--- config.mk ---
export PLATFORM = sky130hd
export DESIGN_NAME = reorder_buffer_flat
export DESIGN_NICKNAME = d
export VERILOG_FILES = /design/src/rtl/reorder_buffer_if.sv /design/src/rtl/reorder_buffer.sv /design/src/flat_wrapper.sv
export SDC_FILE = /design/constraint.sdc
export NUM_CORES = 1
export LEC_CHECK = 0
export BUFFER_PORTS_ARGS = -buffer_cell sky130_fd_sc_hd__buf_2
export CORE_MARGIN = 1.5
export CORE_UTILIZATION = 60
export CTS_CLUSTER_SIZE = 30
export DETAILED_ROUTE_END_ITERATION = 12
export PLACE_DENSITY = 0.8
export SETUP_SLACK_MARGIN = 0.1
export SLEW_MARGIN = 20
export SYNTH_ARGS = -nofsm -noshare
export SYNTH_HDL_FRONTEND = slang
export SYNTH_SLANG_ARGS = --single-unit
--- constraint.sdc ---
create_clock -name clock -period 5.9 [get_ports clock]
set_input_delay 0.59 -clock clock [delete_from_list [all_inputs] [get_ports clock]]
set_output_delay 0.59 -clock clock [all_outputs]
set_load 0.1 [all_outputs]
--- src/rtl/reorder_buffer_if.sv ---
// Interface bundling the dispatch, completion-broadcast, squash and retire
// signals of the reorder buffer. The ROB itself uses the slave modport; the
// front end / execution side uses the master modport.
interface reorder_buffer_if #(
    parameter int ROB_LEN = 8,
    parameter int REG_LEN = 5
);
    localparam int TAG_W = $clog2(ROB_LEN);

    logic               dispatch_valid;
    logic [REG_LEN-1:0] dispatch_dest_idx;
    logic [TAG_W-1:0]   alloc_tag;
    logic               alloc_valid;
    logic               cdb_valid;
    logic [TAG_W-1:0]   cdb_tag;
    logic               squash;
    logic               retire;
    logic [TAG_W-1:0]   head_idx;
    logic [REG_LEN-1:0] retire_dest_idx;
    logic               full;
    logic               empty;
    logic [TAG_W:0]     count;

    modport master (
        output dispatch_valid, dispatch_dest_idx, cdb_valid, cdb_tag, squash,
        input  alloc_tag, alloc_valid, retire, head_idx, retire_dest_idx,
               full, empty, count
    );

    modport slave (
        input  dispatch_valid, dispatch_dest_idx, cdb_valid, cdb_tag, squash,
        output alloc_tag, alloc_valid, retire, head_idx, retire_dest_idx,
               full, empty, count
    );
endinterface

--- src/rtl/reorder_buffer.sv ---
// Reorder buffer: circular array of ROB_LEN entries (valid, complete, dest_idx)
// allocated in order at the tail, completed out of order by the CDB and retired
// in order from the head. Squash flushes every entry and rewinds the pointers.
// Optional macro ROB_CDB_BYPASS_EN lets a CDB broadcast for the head entry
// retire it in the same cycle instead of waiting for the registered complete bit.
module reorder_buffer #(
    parameter int ROB_LEN = 8,
    parameter int REG_LEN = 5
) (
    input  logic            clock,
    input  logic            reset,
    reorder_buffer_if.slave bus
);
    localparam int             TAG_W      = $clog2(ROB_LEN);
    localparam logic [TAG_W:0] FULL_COUNT = (TAG_W+1)'(ROB_LEN);

    logic [ROB_LEN-1:0] r_valid;
    logic [ROB_LEN-1:0] r_complete;
    logic [REG_LEN-1:0] r_dest [ROB_LEN];
    logic [TAG_W-1:0]   r_head;
    logic [TAG_W-1:0]   r_tail;
    logic [TAG_W:0]     r_count;

    logic w_full;
    logic w_empty;
    logic w_alloc;
    logic w_head_done;
    logic w_retire;

`ifdef ROB_CDB_BYPASS_EN
    assign w_head_done = r_complete[r_head] | (bus.cdb_valid & (bus.cdb_tag == r_head));
`else
    assign w_head_done = r_complete[r_head];
`endif

    // Handshake decisions; full comes from the registered count only, and
    // both grants are forced low while reset is held.
    always_comb begin
        w_full   = (r_count == FULL_COUNT);
        w_empty  = (r_count == '0);
        w_alloc  = reset & bus.dispatch_valid & ~w_full & ~bus.squash;
        w_retire = reset & r_valid[r_head] & w_head_done & ~bus.squash;
    end

    // Per-entry state: allocate at tail, mark complete from CDB, clear at head on retire.
    always_ff @(posedge clock or negedge reset) begin
        if (!reset) begin
            r_valid    <= '0;
            r_complete <= '0;
            for (int unsigned i = 0; i < unsigned'(ROB_LEN); i++) begin
                r_dest[i] <= '0;
            end
        end else if (bus.squash) begin
            r_valid    <= '0;
            r_complete <= '0;
        end else begin
            if (bus.cdb_valid && r_valid[bus.cdb_tag]) begin
                r_complete[bus.cdb_tag] <= 1'b1;
            end
            if (w_retire) begin
                r_valid[r_head]    <= 1'b0;
                r_complete[r_head] <= 1'b0;
            end
            if (w_alloc) begin
                r_valid[r_tail]    <= 1'b1;
                r_complete[r_tail] <= 1'b0;
                r_dest[r_tail]     <= bus.dispatch_dest_idx;
            end
        end
    end

    // Head/tail pointers wrap naturally (power-of-two length); count tracks occupancy.
    always_ff @(posedge clock or negedge reset) begin
        if (!reset) begin
            r_head  <= '0;
            r_tail  <= '0;
            r_count <= '0;
        end else if (bus.squash) begin
            r_head  <= '0;
            r_tail  <= '0;
            r_count <= '0;
        end else begin
            r_head  <= r_head + TAG_W'(w_retire);
            r_tail  <= r_tail + TAG_W'(w_alloc);
            r_count <= r_count + (TAG_W+1)'(w_alloc) - (TAG_W+1)'(w_retire);
        end
    end

    assign bus.alloc_valid     = w_alloc;
    assign bus.alloc_tag       = r_tail;
    assign bus.retire          = w_retire;
    assign bus.head_idx        = r_head;
    assign bus.retire_dest_idx = r_dest[r_head];
    assign bus.full            = w_full;
    assign bus.empty           = w_empty;
    assign bus.count           = r_count;
endmodule

--- src/flat_wrapper.sv ---
// flat-port wrapper written by rule: the top's interface ports become plain ports
module reorder_buffer_flat 
#(
    parameter int ROB_LEN = 8,
    parameter int REG_LEN = 5
)
  (clock, reset, bus_dispatch_valid, bus_dispatch_dest_idx, bus_cdb_valid, bus_cdb_tag, bus_squash, bus_alloc_tag, bus_alloc_valid, bus_retire, bus_head_idx, bus_retire_dest_idx, bus_full, bus_empty, bus_count);
  reorder_buffer_if #(.ROB_LEN(ROB_LEN), .REG_LEN(REG_LEN)) bus_i ();
  input  logic clock;
  input  logic reset;
  input wire logic [$bits(bus_i.dispatch_valid)-1:0] bus_dispatch_valid;
  input wire logic [$bits(bus_i.dispatch_dest_idx)-1:0] bus_dispatch_dest_idx;
  input wire logic [$bits(bus_i.cdb_valid)-1:0] bus_cdb_valid;
  input wire logic [$bits(bus_i.cdb_tag)-1:0] bus_cdb_tag;
  input wire logic [$bits(bus_i.squash)-1:0] bus_squash;
  output wire logic [$bits(bus_i.alloc_tag)-1:0] bus_alloc_tag;
  output wire logic [$bits(bus_i.alloc_valid)-1:0] bus_alloc_valid;
  output wire logic [$bits(bus_i.retire)-1:0] bus_retire;
  output wire logic [$bits(bus_i.head_idx)-1:0] bus_head_idx;
  output wire logic [$bits(bus_i.retire_dest_idx)-1:0] bus_retire_dest_idx;
  output wire logic [$bits(bus_i.full)-1:0] bus_full;
  output wire logic [$bits(bus_i.empty)-1:0] bus_empty;
  output wire logic [$bits(bus_i.count)-1:0] bus_count;
  assign bus_i.dispatch_valid = bus_dispatch_valid;
  assign bus_i.dispatch_dest_idx = bus_dispatch_dest_idx;
  assign bus_i.cdb_valid = bus_cdb_valid;
  assign bus_i.cdb_tag = bus_cdb_tag;
  assign bus_i.squash = bus_squash;
  assign bus_alloc_tag = bus_i.alloc_tag;
  assign bus_alloc_valid = bus_i.alloc_valid;
  assign bus_retire = bus_i.retire;
  assign bus_head_idx = bus_i.head_idx;
  assign bus_retire_dest_idx = bus_i.retire_dest_idx;
  assign bus_full = bus_i.full;
  assign bus_empty = bus_i.empty;
  assign bus_count = bus_i.count;
  reorder_buffer #(.ROB_LEN(ROB_LEN), .REG_LEN(REG_LEN)) u_core (.clock(clock), .reset(reset), .bus(bus_i));
endmodule
==> results of run 1 <==
-- final cells by class --
class                      count  area, um^2  share of cell area (%)
clock inverter                 5       78.83                   2.023
tap                           72       90.09                   2.312
clock buffer                  11       131.4                   3.372
multi-input combinational    207        1725                   44.28
timing repair buffer          34       177.7                   4.560
sequential                    66        1652                   42.39
inverter                      11       41.29                   1.060
-- power by group through the flow --
| stage | clock [W] | combinational [W] | sequential [W] |
|---|---|---|---|
| after floorplan | 0 | 0.000169 | 0.000519 |
| after global placement | 0 | 0.000227 | 0.000509 |
| after detailed placement | 0 | 0.000230 | 0.000511 |
| after CTS | 0.000416 | 0.000230 | 0.000503 |
| after global routing | 0.000437 | 0.000241 | 0.000506 |
| final | 0.000411 | 0.000229 | 0.000503 |
-- how the worst min path moves through the flow --
stage,cells after the start,slack (ns),to
after global routing,1,0.53,u_core.r_dest[4]$_DFFE_PN0P_
after global placement,1,0.47,u_core.r_dest[0]$_DFFE_PN0P_
after floorplan,0,0.29,u_core.bus.alloc_tag[0]$_DFF_PN0_
after CTS,1,0.50,u_core.r_dest[1]$_DFFE_PN0P_
after detailed placement,1,0.48,u_core.r_dest[1]$_DFFE_PN0P_
final,2,0.47,u_core.r_valid[6]$_DFF_PN0_
-- registers in the layout, indices dropped and copies added, names as in the netlist --
name and flops:
u_core.bus.alloc_tag 3, u_core.bus.head_idx 3, u_core.r_dest 40, u_core.bus.count 4, u_core.r_valid 8, u_core.r_complete 8
-- synth_stat cells, types with 2 or more instances --
cell       n
clkbuf_1   7
mux2_1    11
ha_1      10
nor2b_1   15
buf_4      2
nor2_1    16
dfrtp_1   66
a221oi_1   4
xnor2_1    4
nand2_1   13
a21oi_1   10
and2_1     3
o21ai_0   11
nand2b_1   2
or3_1      4
mux2i_1    6
a31oi_1    8
o21bai_1   2
inv_1     10
a22oi_1    4
a22o_1     2
buf_2      5
nor4_1     2
a211oi_1   3
nor3_2     4
buf_1      2
mux2_2    31
nand3_1    7
nor3_1     3
mux2_4     5
-- metal layers --
layer / vias to the layer above / GRT usage [%] / wire, um
met5: - / 0 / 0
met4: 0 / 12.11 / 204
met3: 28 / 7.241 / 521
met2: 116 / 44.70 / 3923
met1: 1263 / 39.74 / 3492
li1: 1149 / - / -
-- placed cells by master (no fill, tap or decap), drive strengths merged, types with 2 or more instances in the layout --
cell type | synthesis | layout
clkbuf | 7 | 11
a31oi | 8 | 8
and2 | 3 | 3
nor4 | 4 | 4
mux2i | 6 | 6
a22oi | 4 | 4
nor3 | 7 | 7
mux2 | 47 | 47
nor2b | 15 | 15
xnor2 | 4 | 4
inv | 11 | 11
a211oi | 4 | 4
or3 | 4 | 4
a22o | 2 | 2
nand2 | 14 | 14
nor2 | 17 | 17
ha | 10 | 10
clkinv | 0 | 3
nand3 | 7 | 7
o21bai | 2 | 2
buf | 9 | 34
o21ai | 11 | 11
bufinv | 0 | 2
nor3b | 3 | 3
nand2b | 3 | 3
a21oi | 10 | 10
dfrtp | 66 | 66
a221oi | 4 | 4
-- per-stage QoR --
| stage | instances | worst slack (ns) | instance area, um^2 |
|---|---|---|---|
| detailed placement | 390 | 2.467 | 3686 |
| global placement | 390 | 2.592 | 3686 |
| global route | 406 | 2.049 | 3896 |
| CTS | 406 | 2.267 | 3896 |
| floorplan | 300 | 0.1592 | 3492 |
| finish | 406 | 2.239 | 3896 |
-- kinds of logic after synthesis --
group | Yosys count | synth area share [%]
simple gates | 82 | 14.91
flops | 66 | 47.29
compound gates | 57 | 11.93
mux | 53 | 17.41
buf+inv | 27 | 3.296
fa+ha+maj | 11 | 4.156
xor+xnor | 4 | 1.003
-- worst max-delay path, stage by stage (launching register included) --
cell	delay [ns]
dfrtp_1	0.65
buf_4	0.34
nor2b_1	0.15
a221oi_1	0.40
nand2_2	0.20
a211oi_1	0.45
buf_2	0.52
==> results.py, run 1 <==
metrics = {
    "outcome": {
        "outcome": "complete, no violations",
    },
    "setup_path": {
        "critPathLaunch": "u_core.bus.head_idx[2]$_DFF_PN0_",
        "worstRegToRegCells": 12,
        "critPathMaxFanout": 18,
        "worst_ep_arrival_time_ns": 3.07,
        "critPathKind": "register to output pin",
        "r2r-end": "u_core.bus.count[3]$_DFF_PN0_",
        "end_kind": "output pin",
        "rrSetupSlack_ns": 2.41,
        "cp-endpoint": "bus_retire",
        "startpoint_type": "register",
        "r2r-start": "u_core.bus.head_idx[2]$_DFF_PN0_",
        "crit_required_ns": 5.31,
    },
    "timing": {
        "timing.fmax_ghz": 0.2732,
        "tightest_slew_ns": 0.8724,
        "slew_headroom_pct": 41.41,
        "finClkSkew_ns": 0.005471,
        "rsz0062_at_grt": "false",
        "holdWs_ns": 0.4670,
        "period_needed_ns": 3.661,
        "slew_viol_final": 0,
        "setup_viol": 0,
        "period_share_pct": 62.05,
        "hold_viol_final": 0,
        "tns_ns": 0,
    },
    "power": {
        "seq_power_share_pct": 44.0,
        "vdd_drop_max_mv": 0.2247,
        "p_per_area_nw_per_um2": 293.4,
        "pwr-share-clk_pct": 35.9,
        "p_sw_w": 0.0003632,
        "p_int_w": 0.0007798,
        "p_sw_share_pct": 31.78,
        "p_leak_nw": 1.801,
        "total_power_w": 0.001143,
        "combinationalPowerShare_pct": 20.1,
    },
    "global_route": {
        "grt_overflow": 0,
        "grt_pass1_vias": 2578,
        "grt_first_pass_wirelength_um": 13440,
        "globalRouteTotalUtil_pct": 29.19,
        "antenna_found_initial": 0,
        "grt_max_degree": 67,
    },
    "clock_tree": {
        "cts-root-buf": "clkbuf_8",
        "post_cts_buffers": 0,
        "cts-buffers-inserted": 9,
        "clk_latency_ns": 0.35,
        "hold_buffers": 0,
        "cts_resized": 0,
        "cts.sinks": 66,
        "htree_num_levels": 3,
        "clockBufferDepth": 2,
        "clk_pin_slew_worst_paths_ns": 0.07,
        "cts_tree": "done",
    },
    "floorplan": {
        "initial_core_util_pct": 62.65,
        "core_um2": 5574,
        "die_h_um": 79.29,
        "dieArea_um2": 6287,
        "rows": 27,
        "ios": 32,
        "die_w_um": 79.29,
    },
    "min_path": {
        "hp-class": "input port to asynchronous set/reset pin",
    },
    "placed_design": {
        "port_buffers": 31,
        "place_congestion": 0.9346,
        "dp_hpwl_um": 5508,
    },
    "yosys": {
        "synth_seq_cells": 66,
        "synth_cells": 300,
        "synth-seq-area-share_pct": 47.29,
        "synth_top_cell_area_share_pct": 47.29,
        "avgSynthCellArea_um2": 11.64,
        "synth_area_leaders": "dfrtp_1 (47%), mux2_2 (10%), ha_1 (3.6%), mux2_1 (3.5%), nor2b_1 (2.7%)",
        "synth_top_flop_cell": "dfrtp_1",
        "netlist_area_um2": 3492,
        "synth.net_count": 324,
        "synth-edff-count": 0,
        "synth_cell_types": 58,
        "synth_warnings": 0,
        "yosys.area.top_type": "dfrtp_1",
        "synthArstFlopShare_pct": 100.0,
    },
    "layout": {
        "drive_gt1_share_pct": 29.94,
        "syn_to_final_growth_pct": 11.57,
        "layout.nets": 353,
        "insertedDiodeCount": 0,
        "n_fill_cell": 411,
        "final_core_util_pct": 69.90,
    },
    "detailed_routing": {
        "avgRoutedWirePerCell_um": 20.05,
        "firstDrtPassIters": 5,
        "postRouteWirelength_um": 8140,
        "drtIter0Drc": 180,
        "vias": 2556,
        "vias_per_cell": 6.296,
        "postRouteAntennaNets": 0,
        "drc": 0,
    },
    "flow_run": {
        "cap_viol_max_count": 0,
    },
}
Power figures use the tool's default switching activity.
==> run 2: changes to the inputs <==
Settings changed: CORE_UTILIZATION 60 to 53, PLACE_DENSITY 0.8 to 0.75.
Clock period 5.9 ns to 3.1 ns, I/O delays scaled along.
==> results.py, run 2 (synthesis gave the netlist of run 1 again) <==
metrics = {
    "floorplan": {
        "die_w_um": 84.17,
        "die_h_um": 84.17,
        "dieArea_um2": 7085,
        "initial_core_util_pct": 55.00,
        "rows": 29,
        "core_um2": 6350,
        "ios": 32,
    },
    "setup_path": {
        "worst_ep_arrival_time_ns": 3.03,
        "worst-path-buf-inv": 1,
        "critical-path-slowest-cell": "dfrtp_4",
        "critPathMaxFanout": 14,
        "cpPeakStageDelay_ns": 0.58,
        "startpoint_type": "register",
        "worstRegToRegCells": 9,
        "crit_required_ns": 3.38,
        "end_kind": "register",
        "path_cells": "mux2_1 -> a32o_1 -> a211oi_4 -> a211oi_4 -> ha_4 -> inv_2 -> ha_4 -> fa_2 -> nor2b_1",
        "critPathTopFamily": "adder cells",
        "critPathKind": "register to register",
        "cp.depth": 9,
    },
    "layout": {
        "reg_top3": "u_core.r_dest (40), u_core.r_complete (8), u_core.r_valid (8)",
        "syn_to_final_growth_pct": 19.53,
        "drive_gt1_share_pct": 41.69,
        "insertedDiodeCount": 0,
        "largest_reg_flops": 40,
        "layout.cells.non_filler": 420,
        "final_common_cell": "dfrtp_1",
        "layout.nets": 362,
        "layout_common_cells": "dfrtp_1 (59), buf_2 (30), mux2_4 (27), mux2_2 (17), nor2_1 (16)",
        "regMostFlops": "u_core.r_dest",
    },
    "detailed_routing": {
        "firstDrtPassIters": 6,
        "vias_per_cell": 5.988,
        "drc": 0,
        "postRouteWirelength_um": 8188,
        "vias": 2515,
        "postRouteAntennaNets": 0,
        "drtIter0Drc": 263,
        "avgRoutedWirePerCell_um": 19.50,
    },
    "timing": {
        "timing.fmax_ghz": 0.3634,
        "slew_headroom_pct": 45.20,
        "setup_viol": 0,
        "rsz0062_at_grt": "false",
        "tightest_slew_ns": 0.8220,
        "hold_viol_final": 0,
        "period_share_pct": 88.78,
        "period_needed_ns": 2.752,
        "tns_ns": 0,
        "holdWs_ns": 0.1754,
        "slew_viol_final": 0,
        "finClkSkew_ns": 0.005957,
    },
    "clock_tree": {
        "clk_pin_slew_worst_paths_ns": 0.07,
        "cts-buffers-inserted": 9,
        "cts_tree": "done",
        "cts.sinks": 66,
        "clockBufferDepth": 2,
        "hold_buffers": 0,
        "post_cts_buffers": 0,
        "cts-root-buf": "clkbuf_8",
        "cts_resized": 0,
        "clk_latency_ns": 0.35,
        "htree_num_levels": 3,
    },
    "global_route": {
        "antenna_found_initial": 0,
        "grt_max_degree": 67,
        "grt_overflow": 0,
        "grt_pass1_vias": 2464,
        "grt_first_pass_wirelength_um": 13650,
        "globalRouteTotalUtil_pct": 25.28,
    },
    "power": {
        "p_per_area_nw_per_um2": 510.5,
        "p_leak_nw": 1.869,
        "vdd_drop_max_mv": 0.4365,
    },
    "placed_design": {
        "placed_cells": 404,
        "place_congestion": 0.9194,
        "port_buffers": 31,
        "dp_hpwl_um": 5635,
    },
    "outcome": {
        "outcome": "complete, no violations",
    },
    "flow_run": {
        "cap_viol_max_count": 0,
    },
    "min_path": {
        "hp-class": "input port to asynchronous set/reset pin",
    },
}
## run 2: changes by cell type in the layout (fill, tap and decap cells not counted), moves of 5 or more
| cell | change |
|---|---|
| mux2_4 | +22 |
| mux2_2 | -14 |
| buf_4 | +9 |
| mux2_1 | -8 |
| dfrtp_1 | -7 |
| a21oi_1 | -5 |
| a21oi_2 | +5 |
| dfrtp_4 | +5 |
| o21ai_0 | -5 |
## run 2: area by class of cell
class                           count  area (um^2)
Fill cell                         477         2176
Multi-Input combinational cell    207         1914
Sequential cell                    66         1673
Timing Repair Buffer               43        260.3
Clock buffer                       11        131.4
Tap cell                           77        96.34
Clock inverter                      5        55.05
Inverter                           11        43.79
## run 2: report_power, final
part,switching [W],total [W],leakage (nW),internal [W]
clock network,0.000334,0.000703,0.0893,0.000369
logic,0.000331,0.000471,0.894,0.000140
registers,0.0000388,0.000957,0.885,0.000918
## run 2: per-stage QoR
stage | setup slack (ns) | cell area, um^2 | power [W] | utilization (%)
6_report | 0.3479 | 4174 | 0.002131 | 65.73
5_1_grt | 0.2052 | 4174 | 0.002226 | 65.73
4_1_cts | 0.3438 | 4174 | 0.002145 | 65.73
3_5_place_dp | 0.3642 | 3988 | 0.001444 | 62.80
3_3_place_gp | 0.4318 | 3988 | 0.001437 | 62.80
2_1_floorplan | -0.4109 | 3734 | 0.001339 | -
## run 2: final timing paths
kind	slack, ns	from	to
worst max-delay path	0.35	u_core.bus.head_idx[2]$_DFF_PN0_	u_core.bus.count[1]$_DFF_PN0_
worst min-delay path	0.18	reset	u_core.r_valid[0]$_DFF_PN0_
worst max register to register	0.35	u_core.bus.head_idx[2]$_DFF_PN0_	u_core.bus.count[1]$_DFF_PN0_
worst min register to register	0.49	u_core.r_dest[0]$_DFFE_PN0P_	u_core.r_dest[0]$_DFFE_PN0P_
max in group asynchronous	2.28	reset	u_core.bus.head_idx[2]$_DFF_PN0_
min in group clock	0.27	bus_dispatch_dest_idx[0]	u_core.r_dest[10]$_DFFE_PN0P_
## run 2: routing by layer
metal  up-vias  GRT usage [%]  part of all wire, %
met5         -              0                    0
li1       1163              -                    -
met3        15          5.506                  5.1
met1      1252          37.90                   47
met2        85          36.51                   46
met4         0          8.644                  1.6
==> run 3: changes to the inputs <==
Settings changed: CORE_MARGIN 1.5 to default.
Clock period 3.1 ns to 2.3 ns, I/O delays scaled along.
==> results.py, run 3 (synthesis gave the netlist of run 1 again) <==
metrics = {
    "layout": {
        "largest_reg_flops": 40,
        "design_area_um2": 4962,
        "layout.nets": 404,
        "regMostFlops": "u_core.r_dest",
        "syn_to_final_growth_pct": 42.10,
        "final_common_cell": "dfrtp_1",
        "insertedDiodeCount": 0,
        "layout_common_cells": "dfrtp_1 (59), buf_4 (35), mux2_4 (27), buf_2 (24), mux2_2 (20)",
        "drive_gt1_share_pct": 55.32,
        "final_core_util_pct": 78.15,
        "reg_top3": "u_core.r_dest (40), u_core.r_complete (8), u_core.r_valid (8)",
        "layout.cells.non_filler": 462,
    },
    "setup_path": {
        "path_cells": "or3b_4 -> a21oi_4 -> a211oi_4 -> a211oi_4 -> ha_4 -> inv_4 -> ha_4 -> fa_2 -> nor2b_4",
        "worst_ep_arrival_time_ns": 2.89,
        "r2r-start": "u_core.bus.head_idx[1]$_DFF_PN0_",
        "worst-path-buf-inv": 1,
        "critPathLaunch": "u_core.bus.head_idx[1]$_DFF_PN0_",
        "rrSetupSlack_ns": -0.36,
        "critPathMaxFanout": 6,
        "critPathKind": "register to register",
        "critical-path-slowest-cell": "dfrtp_4",
        "crit_required_ns": 2.53,
        "startpoint_type": "register",
        "critPathTopFamily": "adder cells",
        "cpPeakStageDelay_ns": 0.53,
        "end_kind": "register",
    },
    "floorplan": {
        "die_w_um": 83.17,
        "dieArea_um2": 6917,
        "ios": 32,
        "die_h_um": 83.17,
        "rows": 29,
        "core_um2": 6350,
        "initial_core_util_pct": 55.00,
    },
    "detailed_routing": {
        "wl_met1_um": 4036,
        "postRouteAntennaNets": 0,
        "vias_per_cell": 6.169,
        "dr_wl_met2_um": 4748,
        "top_layer": "met4",
        "drc": 0,
        "firstDrtPassIters": 5,
        "met3WireLength_um": 579,
        "vias": 2850,
        "postRouteWirelength_um": 9705,
        "drtIter0Drc": 195,
        "avgRoutedWirePerCell_um": 21.01,
    },
    "timing": {
        "slew_viol_final": 0,
        "slew_headroom_pct": 43.82,
        "hold_viol_final": 0,
        "period_share_pct": 115.7,
        "period_needed_ns": 2.661,
        "tightest_slew_ns": 0.8427,
        "setup_ws_ns": -0.3614,
        "timing.fmax_ghz": 0.3757,
        "rsz0062_at_grt": "true",
        "setup_viol": 9,
        "finClkSkew_ns": 0.01097,
        "holdWs_ns": 0.1306,
    },
    "global_route": {
        "grt_max_degree": 67,
        "grt_first_pass_wirelength_um": 15280,
        "grt_pass1_vias": 2885,
        "globalRouteTotalUtil_pct": 29.05,
        "antenna_found_initial": 0,
        "grt_overflow": 0,
    },
    "clock_tree": {
        "cts-root-buf": "clkbuf_8",
        "clk_pin_slew_worst_paths_ns": 0.08,
        "clk_latency_ns": 0.36,
        "cts-buffers-inserted": 9,
        "htree_num_levels": 3,
        "cts.sinks": 66,
        "cts_tree": "done",
        "clockBufferDepth": 2,
    },
    "placed_design": {
        "placed_cells": 429,
        "dp_hpwl_um": 5817,
        "postPlaceCellArea_um2": 4302,
        "place_congestion": 0.9042,
        "dp_slack_ns": -0.3340,
        "port_buffers": 31,
    },
    "min_path": {
        "hp-class": "input port to asynchronous set/reset pin",
    },
    "outcome": {
        "outcome": "complete, but fails checks",
        "violations": "setup timing",
    },
    "power": {
        "p_per_area_nw_per_um2": 628.7,
        "p_leak_nw": 2.198,
        "vdd_drop_max_mv": 0.8588,
    },
    "flow_run": {
        "cap_viol_max_count": 0,
    },
}
run 3: power by group:
part | leakage (nW) | internal (W) | switching, W
clock | 0.100 | 0.000509 | 0.000498
combinational | 1.21 | 0.000321 | 0.000496
sequential | 0.885 | 0.00124 | 0.0000587
run 3: layout make-up:
class	instances	area [um^2]
clock inverter	7	77.57
fill	347	1388
clock buffer	9	123.9
multi-input combinational	207	2153
inverter	11	46.29
timing repair buffer	85	792.0
tap	77	96.34
sequential	66	1673
run 3: timing repair:
| action | 4_1_cts | 5_1_grt |
|---|---|---|
| pin swaps | 16 | 20 |
| hold buffers | 0 | 0 |
| buffers inserted | 13 | 6 |
| setup endpoints to repair | 29 | 53 |
| gates resized for setup | 41 | 31 |
run 3: metrics by stage:
step                total power [W]  setup TNS [ns]
floorplan                  0.001839          -59.74
global placement           0.002051          -1.042
detailed placement         0.002066          -1.458
CTS                        0.003098          -1.374
global route               0.003221          -2.554
finish                     0.003120          -1.864
run 3: layer usage:
layer  up-vias  global-route usage (%)
li1       1254                       -
met1      1419                   37.62
met2       139                   46.87
met3        38                   6.561
met4         0                   12.70
met5         -                       0
run 3: path summary, 6_finish.rpt:
check	to	cells past startpoint
setup / recovery	u_core.bus.count[1]$_DFF_PN0_	9
hold / removal	u_core.bus.head_idx[0]$_DFF_PN0_	2
setup reg to reg	u_core.bus.count[1]$_DFF_PN0_	9
hold reg to reg	u_core.r_dest[18]$_DFFE_PN0P_	1
max in group asynchronous	u_core.bus.count[3]$_DFF_PN0_	2
min in group clock	u_core.r_dest[30]$_DFFE_PN0P_	2
